**src/rtl/fetch_unit.sv**
```systemverilog
`default_nettype none
// ============================================================================
// Module   : fetch_unit
// Brief    : Instruction fetch stage: owns the PC, drives program-memory
//            ce/rw/addr, captures returned words, hands them to decode.
// Revision : 1.0 - initial release
// ============================================================================
module fetch_unit #(
    parameter int                    ADDR_WIDTH = 8,
    parameter int                    DATA_WIDTH = 16,
    parameter logic [ADDR_WIDTH-1:0] RESET_PC   = '0
) (
    input  logic                  clk,
    input  logic                  clr,
    input  logic                  run,
    output logic                  mem_ce,
    output logic                  mem_rw,
    output logic [ADDR_WIDTH-1:0] mem_addr,
    input  logic [DATA_WIDTH-1:0] mem_data,
    output logic [DATA_WIDTH-1:0] instr_out,
    output logic [ADDR_WIDTH-1:0] instr_pc,
    output logic                  instr_valid,
    input  logic                  instr_ready,
    input  logic                  redirect_en,
    input  logic [ADDR_WIDTH-1:0] redirect_addr,
    output logic [15:0]           fetch_count
);

    typedef enum logic [1:0] {
        IDLE    = 2'd0,
        ISSUE   = 2'd1,
        CAPTURE = 2'd2,
        PRESENT = 2'd3
    } state_t;

    state_t                  state_q, state_d;
    logic [ADDR_WIDTH-1:0]   pc_q, pc_d;
    logic [DATA_WIDTH-1:0]   instr_q, instr_d;
    logic [ADDR_WIDTH-1:0]   ipc_q, ipc_d;
    logic                    valid_q, valid_d;
    logic [15:0]             cnt_q, cnt_d;
    logic                    w_fetching;

    always_ff @(posedge clk or negedge clr) begin
        if (!clr) begin
            state_q <= IDLE;
            pc_q    <= RESET_PC;
            instr_q <= '0;
            ipc_q   <= '0;
            valid_q <= 1'b0;
            cnt_q   <= '0;
        end else begin
            state_q <= state_d;
            pc_q    <= pc_d;
            instr_q <= instr_d;
            ipc_q   <= ipc_d;
            valid_q <= valid_d;
            cnt_q   <= cnt_d;
        end
    end

    always_comb begin
        state_d = state_q;
        pc_d    = pc_q;
        instr_d = instr_q;
        ipc_d   = ipc_q;
        valid_d = valid_q;
        cnt_d   = cnt_q;
        // A taken branch wins over everything, including a same-cycle handshake.
        if (redirect_en) begin
            pc_d    = redirect_addr;
            valid_d = 1'b0;
            state_d = ISSUE;
        end else begin
            case (state_q)
                IDLE: begin
                    if (run) state_d = ISSUE;
                end
                ISSUE: begin
                    state_d = CAPTURE;
                end
                CAPTURE: begin
                    instr_d = mem_data;
                    ipc_d   = pc_q;
                    pc_d    = pc_q + 1'b1;
                    valid_d = 1'b1;
                    state_d = PRESENT;
                end
                PRESENT: begin
                    if (instr_ready) begin
                        valid_d = 1'b0;
                        if (cnt_q != 16'hFFFF) cnt_d = cnt_q + 16'd1;
                        state_d = run ? ISSUE : IDLE;
                    end
                end
                default: state_d = IDLE;
            endcase
        end
    end

    // Chip enable is also gated by clr: memory is being cleared during reset.
    assign w_fetching  = (state_q == ISSUE) || (state_q == CAPTURE);
    assign mem_ce      = clr & w_fetching;
    assign mem_rw      = 1'b1;
    assign mem_addr    = w_fetching ? pc_q : '0;
    assign instr_out   = instr_q;
    assign instr_pc    = ipc_q;
    assign instr_valid = valid_q;
    assign fetch_count = cnt_q;

endmodule
`default_nettype wire

```
**config.mk**
```make
export PLATFORM = sky130hd
export DESIGN_NAME = fetch_unit
export DESIGN_NICKNAME = d
export VERILOG_FILES = /design/src/rtl/fetch_unit.sv
export SDC_FILE = /design/constraint.sdc
export NUM_CORES = 1
export LEC_CHECK = 0
export BUFFER_PORTS_ARGS = -buffer_cell sky130_fd_sc_hd__clkbuf_2
export CAP_MARGIN = 40
export CORE_MARGIN = 3
export CORE_UTILIZATION = 47
export CTS_BUF_LIST = sky130_fd_sc_hd__clkbuf_8
export DETAILED_ROUTE_END_ITERATION = 8
export PLACE_DENSITY_LB_ADDON = 0.3
export SLEW_MARGIN = 20
export SYNTH_ARGS = -nofsm -noshare
export SYNTH_HDL_FRONTEND = slang
export SYNTH_SLANG_ARGS = --single-unit
```
**constraint.sdc**
```tcl
create_clock -name clk -period 1.79 [get_ports clk]
set_input_delay 0.358 -clock clk [delete_from_list [all_inputs] [get_ports clk]]
set_output_delay 0.358 -clock clk [all_outputs]
set_load 0.03 [all_outputs]
```
==> results.md <==
- Status: finished, final reports clean
- Via/cell ratio: 4.88
- Register bit total from synthesis: 51
- Headroom to the max-slew limit: 57.1%
- Total GRT Usage: roughly 17%
- Worst-Margin Slew: 0.643 ns
- Area leader, netlist: dfrtp_1
- Post-synthesis instance total: 202
- Fillers: 411
- Unique cell type count in the Yosys netlist: 35
- Final Setup Violations: 0
- Reg clk slew, reported paths: roughly 0.090 ns
- GRT overflow: 0
- Crit. End Element: output port
- IO Count: 80
- Synth area leaders: dfrtp_1 54%, mux2_2 11%, xor2_1 5.5%, ha_1 3.2%, nand2_1 3.0%
- IO buf count: just under 80
- Final hold viol count: 0
- Initial Util: 49.3%
- H-tree depth: 2
- Number of nets with antenna violations after routing: 0
- Max Cap Viol: 0
- Routed length per instance: roughly 14 um
- Die area: 5940 um^2
- Placed wire-length estimate: 3630 um
- Max stage delay cell, worst path: dfrtp_1
- Async S/R FF share, synth: 100%
- Pleak: 0.00159 uW
- Post-Route WL: 5050 um
- Drt first pass iters: 3
- Worst hold slack: around 0.24 ns
- Placeable Area: 4820 um^2
- WS Path Type: flip-flop to output port
- Slew Viols, Final: 0
- Placer Congestion: 0.772
- Worst Path Max Fanout: 5
- First-pass GRT wire length: 8110 um
- Pin count of the biggest net entering global routing: 52
- Sinks on the clock net: 51
- Synth Flop Type: dfrtp_1
- Most common cell in the netlist: dfrtp_1
- CTS buffer count: 5
- Synthesized Nets: 237
- Initial antenna violation count: 0
- Max VDD drop: 0.767 mV
- Multi-input gate area: 1110 um^2
- Hold Crit Class: primary input to asynchronous set/reset pin
- Power Density: 1570 nW/um^2
- Ant diodes: 0
- Cell row count: 25
- Synth Area per Inst: 11.8 um^2
- Synth Cell Area: 2380 um^2
- Total Neg Setup Slack: 0 ns
- Yosys warning count: 0
- Most used cell, CP: buf_6
- Clock skew: 0.00437 ns
- RSZ-0062 raised after global routing: true
- Post-route cell area: approximately 3100 um^2
- Die span in y: around 77 um
- Final min period: 1.77 ns
- Yosys top cell area share: 53.7%
- Die W: around 77 um
- Layout cell share with drive strength beyond 1: 48.8%
- Register area: 1280 um^2
- Longest Clk Path Bufs: 2
- Final nets: 327
- CTS tree: yes
- FMAX: 564 MHz
- Register area share after synthesis: 53.7%
- Worst endpoint data arrival time: around 1.4 ns
- Clk root buf: clkbuf_8
- Vias in the first global route: 1708
- Required @ worst endpoint: 1.43 ns
- Synth cell count leaders: 51 x dfrtp_1, 24 x mux2_2, 19 x nand2_1, 15 x xor2_1, 10 x o21ai_0
- Total power draw: 4910 uW
- Cell Chain, Critical Path: inv_2 > ha_4 > buf_6 > and2_4 > buf_6
- Drt initial violations: 46
- Peak per-stage delay on the critical path: 0.40 ns
- Crit share post-route: 99.0%
- DP Area: 2890 um^2
- DRC viols: 0
- Clk_lat worst skew: just under 0.3 ns
- Vias after detailed routing: 1756
- Crit start category: flip-flop
- Post-synth EDFFs: 0
- Area Overhead vs Synth: 31.9%
[layer usage]
| layer | global-route usage [%] | wire length [um] |
|---|---|---|
| met2 | 28.9 | 2670 |
| met5 | 0 | 0 |
| met1 | 21.7 | 2110 |
| met3 | 3.52 | 230 |
| met4 | 4.27 | 38 |
[state kept, by name (all words and copies together), names as in the netlist]
signal	cells
instr_valid	1
fetch_count	16
instr_pc	8
pc_q	8
state_q	2
instr_out	16
[power breakdown]
part / switching, uW / internal [uW] / total [uW]
clock network: 365 / 268 / 633
registers: 217 / 1500 / 1720
logic: 1460 / 1090 / 2560
total: 2040 / 2870 / 4910
[cell families after synthesis]
kind of cell	share of synthesized area, %
and+or+nand+nor	16.6
DFF	53.7
muxes	12.4
xor gates and xnor gates	7.37
AOI/OAI and AO/OA	4.42
buffers and inverters	2.11
adders and majority gates	3.16
other	0.158
[final cells by class]
cell class / instances / area share, %
clock buffers: 5 / 2.20
clock inverters: 3 / 0.519
inverters: 4 / 0.479
multi-input cells: 140 / 35.3
flip-flops and latches: 51 / 40.8
well taps: 67 / 2.67
repair buffers: 90 / 18.0
[critical path: cells and delay by family (launching register included)]
family	cells	cell delay, ns
adder cells (fa/ha/maj)	1	0.22
flip-flops	1	0.40
AND/OR/NAND/NOR	1	0.15
buffers and inverters	3	0.35
[cell usage in the layout (no fill, tap or decap), types with 9 or more instances in the layout]
master / instances
dfrtp_1: 49
nand2_1: 19
clkbuf_2: 69
mux2_2: 24
and2_4: 9
o21ai_0: 10
buf_4: 9
xor2_1: 15
nor2_1: 9
buf_6: 10
[final timing paths]
| check | depth (start not counted) | end | slack (ns) | start |
|---|---|---|---|---|
| max | 5 | mem_addr[5] | 0.02 | state_q[1] |
| min | 2 | fetch_count[4] | 0.24 | clr |
| max reg2reg | 6 | fetch_count[10] | 0.11 | state_q[1] |
| min reg2reg | 1 | fetch_count[15] | 0.50 | fetch_count[15] |
| max in group asynchronous | 2 | fetch_count[1] | 1.08 | clr |
| min in group clk | 3 | pc_q[0] | 0.27 | redirect_addr[0] |
[repair_timing]
action	CTS	global route
pin swaps	0	2
setup buffers	1	4
setup endpoints to repair	9	14
resized for setup	5	50
hold buffers	0	0
[metrics by stage]
step | util, % | setup WS [ns] | instances
after floorplan | - | 0.0291 | 202
after global placement | 59.9 | 0.150 | 347
after detailed placement | 59.9 | 0.0939 | 347
after CTS | 62.2 | 0.00376 | 356
after global routing | 65.1 | -0.0368 | 360
final | 65.1 | 0.0173 | 360
(Power assumes the default switching activity.)
